## src/rtl/pipe_fetch_hazard_ctrl.sv

```systemverilog
// Front end and hazard controller for the IF/DOF/EX/WB pipeline: PC and IF/DOF register,
// branch redirect, operand forwarding selects, load-use stall and drain-then-halt sequencing.
module pipe_fetch_hazard_ctrl #(
   parameter int DATA_W     = 32,
   parameter int ADDR_W     = 11,
   parameter int REG_AW     = 5,
   parameter int LOAD_STALL = 1,
   parameter int HALT_DRAIN = 2
) (
   input  logic              clk,
   input  logic              rst_n,
   input  logic [DATA_W-1:0] imem_rdata_i,
   input  logic              imem_ready_i,
   input  logic [REG_AW-1:0] dof_aa_i,
   input  logic [REG_AW-1:0] dof_ba_i,
   input  logic              dof_use_a_i,
   input  logic              dof_use_b_i,
   input  logic              ex_rw_i,
   input  logic              ex_is_load_i,
   input  logic [REG_AW-1:0] ex_da_i,
   input  logic              wb_rw_i,
   input  logic [REG_AW-1:0] wb_da_i,
   input  logic [1:0]        ex_bs_i,
   input  logic              ex_ps_i,
   input  logic              ex_z_i,
   input  logic [DATA_W-1:0] ex_bra_off_i,
   input  logic [DATA_W-1:0] ex_raa_i,
   output logic [ADDR_W-1:0] imem_addr_o,
   output logic              imem_oen_o,
   output logic [DATA_W-1:0] ir_o,
   output logic [ADDR_W-1:0] pc_dof_o,
   output logic [ADDR_W-1:0] pc_ex_o,
   output logic              ex_kill_o,
   output logic              stall_o,
   output logic [1:0]        fwd_a_sel_o,
   output logic [1:0]        fwd_b_sel_o,
   output logic              halt_o
);

   localparam int CNT_W = (HALT_DRAIN > 0) ? $clog2(HALT_DRAIN + 1) : 1;

   typedef enum logic [1:0] {
      ST_RUN   = 2'd0,
      ST_DRAIN = 2'd1,
      ST_HALT  = 2'd2
   } state_t;

   state_t             state_q, state_d;
   logic [CNT_W-1:0]   cnt_q, cnt_d;
   logic [ADDR_W-1:0]  pc_q, pc_d;
   logic [DATA_W-1:0]  ir_q, ir_d;
   logic               dof_valid_q, dof_valid_d;
   logic [ADDR_W-1:0]  pc_dof_q, pc_dof_d;
   logic [ADDR_W-1:0]  pc_ex_q, pc_ex_d;
   logic               ex_valid_q, ex_valid_d;
   logic               oen_q;
   logic               halt_q;

   logic               ex_live_s;
   logic [1:0]         c_sel_s;
   logic               taken_s;
   logic [ADDR_W-1:0]  target_s;
   logic               ex_a_s, ex_b_s, wb_a_s, wb_b_s;
   logic               load_use_s;
   logic               halt_det_s;
   logic               stall_s;
   logic               kill_s;

   function automatic logic reg_match(input logic              rw,
                                      input logic [REG_AW-1:0] da,
                                      input logic [REG_AW-1:0] src,
                                      input logic              use_r);
      return rw & (da != {REG_AW{1'b0}}) & (da == src) & use_r;
   endfunction

   // Only the low ADDR_W bits of the branch operands address instruction memory.
   generate
      if (DATA_W > ADDR_W) begin : g_unused_hi
         logic unused_hi_s;
         assign unused_hi_s = ^{ex_bra_off_i[DATA_W-1:ADDR_W], ex_raa_i[DATA_W-1:ADDR_W]};
      end
   endgenerate

   // EX bubbles are remembered from our own kills; nothing in EX may redirect once halted.
   assign ex_live_s  = ex_valid_q & (state_q != ST_HALT);
   assign c_sel_s    = ex_live_s ? {ex_bs_i[1], ((ex_ps_i ^ ex_z_i) | ex_bs_i[1]) & ex_bs_i[0]} : 2'b00;
   assign taken_s    = (c_sel_s != 2'b00);
   assign target_s   = (c_sel_s == 2'b10) ? ex_raa_i[ADDR_W-1:0] : (pc_ex_q + ex_bra_off_i[ADDR_W-1:0]);

   assign ex_a_s     = reg_match(ex_rw_i, ex_da_i, dof_aa_i, dof_use_a_i);
   assign ex_b_s     = reg_match(ex_rw_i, ex_da_i, dof_ba_i, dof_use_b_i);
   assign wb_a_s     = reg_match(wb_rw_i, wb_da_i, dof_aa_i, dof_use_a_i);
   assign wb_b_s     = reg_match(wb_rw_i, wb_da_i, dof_ba_i, dof_use_b_i);
   assign load_use_s = (LOAD_STALL != 0) & ex_is_load_i & (ex_a_s | ex_b_s);
   assign halt_det_s = dof_valid_q & (&ir_q);

   // Next-state selection for the fetch front end and the run/drain/halt sequencer.
   always_comb begin
      pc_d        = pc_q;
      ir_d        = ir_q;
      dof_valid_d = dof_valid_q;
      pc_dof_d    = pc_dof_q;
      state_d     = state_q;
      cnt_d       = cnt_q;
      stall_s     = 1'b0;
      kill_s      = 1'b0;
      if (taken_s) begin
         pc_d        = target_s;
         ir_d        = {DATA_W{1'b0}};
         dof_valid_d = 1'b0;
         kill_s      = 1'b1;
         state_d     = ST_RUN;
         cnt_d       = CNT_W'(0);
      end else begin
         case (state_q)
            ST_RUN: begin
               if (load_use_s) begin
                  stall_s = 1'b1;
                  kill_s  = 1'b1;
               end else if (halt_det_s) begin
                  kill_s      = 1'b1;
                  ir_d        = {DATA_W{1'b0}};
                  dof_valid_d = 1'b0;
                  cnt_d       = CNT_W'(HALT_DRAIN);
                  if (HALT_DRAIN == 0) begin
                     state_d = ST_HALT;
                  end else begin
                     state_d = ST_DRAIN;
                  end
               end else if (!imem_ready_i) begin
                  ir_d        = {DATA_W{1'b0}};
                  dof_valid_d = 1'b0;
               end else begin
                  ir_d        = imem_rdata_i;
                  dof_valid_d = 1'b1;
                  pc_dof_d    = pc_q;
                  pc_d        = pc_q + ADDR_W'(1);
               end
            end
            ST_DRAIN: begin
               if (cnt_q <= CNT_W'(1)) begin
                  state_d = ST_HALT;
                  cnt_d   = CNT_W'(0);
               end else begin
                  cnt_d = cnt_q - CNT_W'(1);
               end
            end
            ST_HALT: begin
               kill_s = 1'b1;
            end
            default: begin
               state_d = ST_HALT;
               kill_s  = 1'b1;
            end
         endcase
      end
   end

   assign pc_ex_d    = stall_s ? pc_ex_q : pc_dof_q;
   assign ex_valid_d = ~kill_s;

   // Pipeline front-end registers; fetch enable and halt are registered views of the next state.
   always_ff @(posedge clk or negedge rst_n) begin
      if (!rst_n) begin
         state_q     <= ST_RUN;
         cnt_q       <= CNT_W'(0);
         pc_q        <= {ADDR_W{1'b0}};
         ir_q        <= {DATA_W{1'b0}};
         dof_valid_q <= 1'b0;
         pc_dof_q    <= {ADDR_W{1'b0}};
         pc_ex_q     <= {ADDR_W{1'b0}};
         ex_valid_q  <= 1'b0;
         oen_q       <= 1'b1;
         halt_q      <= 1'b0;
      end else begin
         state_q     <= state_d;
         cnt_q       <= cnt_d;
         pc_q        <= pc_d;
         ir_q        <= ir_d;
         dof_valid_q <= dof_valid_d;
         pc_dof_q    <= pc_dof_d;
         pc_ex_q     <= pc_ex_d;
         ex_valid_q  <= ex_valid_d;
         oen_q       <= (state_d != ST_RUN);
         halt_q      <= (state_d == ST_HALT);
      end
   end

   assign imem_addr_o = pc_q;
   assign imem_oen_o  = oen_q;
   assign ir_o        = ir_q;
   assign pc_dof_o    = pc_dof_q;
   assign pc_ex_o     = pc_ex_q;
   assign ex_kill_o   = kill_s;
   assign stall_o     = stall_s;
   assign fwd_a_sel_o = ex_a_s ? 2'b01 : (wb_a_s ? 2'b10 : 2'b00);
   assign fwd_b_sel_o = ex_b_s ? 2'b01 : (wb_b_s ? 2'b10 : 2'b00);
   assign halt_o      = halt_q;

endmodule

```

## config.mk

```make
export PLATFORM = sky130hd
export DESIGN_NAME = pipe_fetch_hazard_ctrl
export DESIGN_NICKNAME = d
export VERILOG_FILES = /design/src/rtl/pipe_fetch_hazard_ctrl.sv
export SDC_FILE = /design/constraint.sdc
export NUM_CORES = 1
export LEC_CHECK = 0
export CORE_UTILIZATION = 40
export DETAILED_ROUTE_END_ITERATION = 8
export PLACE_DENSITY = 0.88
export SLEW_MARGIN = 40
export SYNTH_ARGS = -nofsm -noshare
export SYNTH_HDL_FRONTEND = slang
export SYNTH_SLANG_ARGS = --single-unit
export TNS_END_PERCENT = 30
```

## constraint.sdc

```tcl
create_clock -name clk -period 2.9 [get_ports clk]
set_input_delay 0.58 -clock clk [delete_from_list [all_inputs] [get_ports clk]]
set_output_delay 0.58 -clock clk [all_outputs]
set_load 0.05 [all_outputs]
```

Yosys cells after proc, flatten, opt, wreduce, memory -nomap -nowiden. Cells that the tools add are included.

Flip-flop bits (word level): 73.

$add $sub $neg: 3. Magnitude comparators: 1. Eq/ne operators: 13. Mux-type cells: 38. Bitwise operators: 21. Reductions and logical operators: 13.

Operators with widths (count): 32-bit 2-to-1 mux (5); 11-bit 2-to-1 mux (6); 32-bit AND reduction (1); 2-bit 2-to-1 mux (13); 5-bit == test (4); 1-bit bitwise AND (14); 11-bit by 1-bit adder with 11-bit output, second input constant (1); 11-bit adder (1); 1-bit 2-to-1 mux (11); 5-bit nonzero test (2); 2-bit nonzero test (4); 2-bit == test, second input constant (3); 2-bit inequality test, second input constant (3); 3-bit inequality test, second input constant (2); 2-bit case mux with 3 select lines (1); 5-bit AND reduction (1); 1-bit NOT (4); 2-bit case mux with 2 select lines (1); 4-bit AND reduction (1); 3-bit AND reduction (1); 3-bit nonzero test (1); 2-bit by 1-bit == test with 1-bit output, second input constant (1); 2-bit by 1-bit <= comparator with 1-bit output, second input constant (1); 2-bit zero test (1); other kinds (5) (6).

Depth between registers and ports, before layout.
Depth in word-level cells: 10. Gate-level depth with buffers: 9. Gate-level depth less buffers: 9.

Worst setup path before layout. Ideal clock, no wire load.

Kind: input port to output port. From: input ex_da_i[4]. To: output ex_kill_o. Arrival time: 2.655 ns. Data required time: 2.320 ns. Setup slack: -0.335 ns. Stages on the path: 7. Buffers on the path: 1. Cells stage by stage: xor2_1 > nor4_1 > nand3_1 > a21oi_2 > buf_6 > nor2_1 > o21ai_0.

Word-level cells in the longest chain between the ends: 9. Elaborated cells between the ends (all ways): 13. Classes of those cells: eq/ne (2); mux (3); bitwise (7); reduce/logical (1).

Ends and longest elaborated chain: from (decl) (RTL line 20) `input logic [REG_AW-1:0] ex_da_i,`; 5-bit nonzero test (RTL line 73) `return rw & (da != {REG_AW{1'b0}}) & (da == src) & use_r;`; 1-bit bitwise AND (3 in a row) (RTL line 73); 1-bit OR * (RTL line 94) `assign load_use_s = (LOAD_STALL != 0) & ex_is_load_i & (ex_a_s | ex_b_s);`; 1-bit bitwise AND * (RTL line 94); 1-bit 2-to-1 mux * (RTL line 117) `if (load_use_s) begin`; 1-bit case mux with 2 select lines * (RTL line 115) `case (state_q)`; 1-bit 2-to-1 mux * (RTL line 107) `if (taken_s) begin`; to (decl) (RTL line 33) `output logic ex_kill_o,`.

Every way passes the cells marked *; elsewhere a longest branch is shown, timed or not.

Worst setup path after layout.
From: input dof_ba_i[0]. To: output ex_kill_o.

Word-level cells in the longest chain between the ends: 8.

Ends and longest elaborated chain: from (decl) (RTL line 15) `input logic [REG_AW-1:0] dof_ba_i,`; 5-bit == test (RTL line 73); 1-bit bitwise AND (2 in a row) (RTL line 73); 1-bit OR (RTL line 94); 1-bit bitwise AND (RTL line 94); 1-bit 2-to-1 mux (RTL line 117); 1-bit case mux with 2 select lines (RTL line 115); 1-bit 2-to-1 mux (RTL line 107).

Every way passes these cells.

==> reports/metrics.cfg <==
[status]
status=finished clean

[worst_setup_path]
cp-end-kind=output pin
crit_family=buffers and inverters
slowest_stage=clkdlybuf4s50_1
path_max_fanout=3
startpoint=dof_ba_i[0]
cp.arrival_ns=2.30
path_cells=clkdlybuf4s50_1, xor2_1, nor4_1, nand3_1, a21oi_2, nor2_1, o21ai_2, buf_12
r2r_start=pc_ex_o[0]$_DFFE_PN0N_
crit_type=primary input to output pin
slowest_delay_ns=0.44
worstPathRequired_ns=2.32
cp_num_buf_inv=2
cp-start-kind=primary input

[logic_synthesis]
synth_cells=349
syn_area_mm2=0.00382
yosys_warnings=0
yosysTopAreaCell=dfrtp_1
synth.top_cell.area_share_pct=47.1
ys_seq_elements=73
synthesis.nets=489
synthArstFlopShare_pct=100
ys_top_cells_by_area=dfrtp_1, a22o_1, mux2_2
ys_seq_area_share_pct=47.8
ys.flop_type=dfrtp_1
syn_area_per_cell_um2=11.0
ys_types=50
synth_edf_count=0

[global_routing]
antenna_found_initial=0
grt_max_degree=74
grt-busiest-layer=met2
grt_first_pass_wirelength_um=18300
grt_usage_pct=23.9
use_met1_pct=29.8
grt_use_met2_pct=41.1
grt_pass1_vias=3794
grt_overflow_total=0
met3_usage_pct=4.57

[floorplanning]
die_area_mm2=0.00995
die_h_um=99.8
io_pins=201
initial_core_util_pct=41.4
core_mm2=0.00924
row_count=35
die_w_um=99.8

[finish]
area_growth_syn_to_layout_pct=59.3
fin_area_mm2=0.00609
drive_above_1_share_pct=17.9
diodes=0
nNetsFinal=678
fill_cells=709

[pwr]
leakage_nw=2.57
finalPower_mw=5.16
seqPwrFrac_pct=30.1
power_frac_clock_pct=16.5
p_int_mw=2.85
p_per_area_mw_per_mm2=848
p_switching_mw=2.31
power_frac_comb_pct=53.4
swShare_pct=44.7
ir_drop_v=0.000824

[flow_run]
maxCapViolations=0

[placed_design]
port_buffers=158
hpwl_um=8610
placed_area_mm2=0.00581
gp_congestion=0.890

[sta]
rsz0062_at_grt=true
final.setup.tns_ns=0
finalMaxSlewViolations=0
whs_ns=0.211
clock_skew_ns=0.0167
worstMarginPinSlew_ns=0.701
finalHoldViolCount=0
slew_headroom_pct=53.2
post-route-period-util_pct=99.3
fin_crit_ns=2.88
fmax_mhz=347
setup_viol=0

[route]
wire_per_inst_um=17.3
viasPerCell=5.32
drtAntennaViolNets=0
first_pass_iters=4
vias=3573
drc=0
drt-total-wl_um=11600
first_iter_violations=174

[clocking]
clock_latency_ns=0.35
clk_transition_reported_paths_ns=0.08
cts-root-buf=clkbuf_8
cts_tree=yes
cts_buffers=9
clock_sinks=73
htree_levels=3
cts.path.max_buffers=2
cts-hold-fix-buffers=0

[min_path]
hold_class=primary input to asynchronous set/reset pin

==> power by group through the flow <==
stage	logic, mW	registers, mW	clock network, mW
after detailed placement	2.73	1.57	0
after CTS	2.75	1.55	0.871
after global routing	2.92	1.59	0.917
final	2.76	1.56	0.852
after floorplan	0.874	2.41	0
after global placement	2.67	1.54	0
==> kinds of logic (layout without fill, tap and decap cells) <==
| logic type | after synthesis | count (layout) | share of synthesized area (%) |
|---|---|---|---|
| xor+xnor | 39 | 39 | 8.94 |
| compound gates | 91 | 91 | 17.2 |
| buf+inv | 21 | 215 | 2.65 |
| mux | 25 | 25 | 7.33 |
| simple gates | 88 | 88 | 11.9 |
| fa+ha+maj | 12 | 12 | 4.12 |
| flops | 73 | 73 | 47.8 |
==> stage by stage <==
stage                     util [%]  cells  setup WS (ns)
after floorplan                  -    349         -0.170
after global placement        62.9    652         -0.122
after detailed placement      62.9    652         -0.166
after CTS                     65.4    670        0.00319
after global routing          65.9    672        -0.0610
final                         65.9    672         0.0205
==> worst paths after layout <==
check / endpoint / slack, ns / depth (start not counted)
hold reg to reg: dof_valid_q$_DFFE_PN0P_ / 0.50 / 1
max in group asynchronous: ex_valid_q$_DFF_PN0_ / 2.19 / 1
setup / recovery: ex_kill_o / 0.02 / 8
min in group clk: dof_valid_q$_DFFE_PN0P_ / 0.50 / 1
hold / removal: pc_ex_o[3]$_DFFE_PN0N_ / 0.21 / 1
setup reg to reg: imem_addr_o[8]$_DFFE_PN0P_ / 0.51 / 9
==> synthesized netlist by cell type (8+ instances only) <==
master / n
dfrtp_1: 72
xor2_1: 26
nand3_1: 12
ha_1: 11
nand2_1: 13
xnor2_1: 13
a22o_1: 32
o21ai_0: 13
nor2_1: 23
mux2_2: 24
nand4_1: 8
a21oi_1: 18
==> area by class of cell <==
class                      instances  area, um^2  share of cell area [%]
inverter                           6        22.5                   0.370
clock inverter                     5        60.1                   0.986
timing repair buffer             193        1930                    31.7
tap                              129         161                    2.65
multi-input combinational        255        1930                    31.8
sequential                        73        1830                    30.0
clock buffer                      11         151                    2.49
==> metal layers <==
metal | up-vias | part of all wire [%] | wire length, um
met2 | 140 | 52 | 5980
met1 | 1744 | 41 | 4770
li1 | 1671 | - | -
met3 | 18 | 5.9 | 685
met4 | 0 | 1.5 | 169
met5 | - | 0 | 0
==> what timing repair did <==
action / CTS / global route
buffers inserted: 2 / 2
pin swaps: 5 / 6
gates resized for setup: 9 / 8
endpoints found under the setup margin: 4 / 4
==> cell usage in the layout (no fill, tap or decap), types with 2 or more instances in the layout <==
cell,Yosys,final
a211oi_1,2,2
a21boi_0,2,2
a21oi_1,18,18
a22o_1,32,32
a22oi_1,3,3
and2_1,4,4
and3_1,7,6
buf_12,0,8
buf_4,2,33
clkbuf_8,0,11
clkdlybuf4s50_1,0,143
dfrtp_1,72,72
dlygate4sd2_1,0,5
dlymetal6s2s_1,0,3
ha_1,11,11
inv_1,6,6
inv_6,0,2
mux2_2,24,24
nand2_1,13,13
nand3_1,12,12
nand4_1,8,8
nor2_1,23,20
nor2_2,0,3
nor3_1,6,5
nor4_1,7,6
o211ai_1,3,3
o21ai_0,13,11
o22a_1,2,2
o22ai_1,2,2
o31ai_1,2,2
or4_4,2,2
xnor2_1,13,13
xor2_1,26,26
==> registers in the layout, summed over array words and instances (netlist names) <==
name / count
cnt_q: 2
dof_valid_q: 1
ex_valid_q: 1
halt_o: 1
imem_addr_o: 11
imem_oen_o: 1
ir_o: 32
pc_dof_o: 11
pc_ex_o: 11
state_q: 2
(Power assumes the default switching activity.)
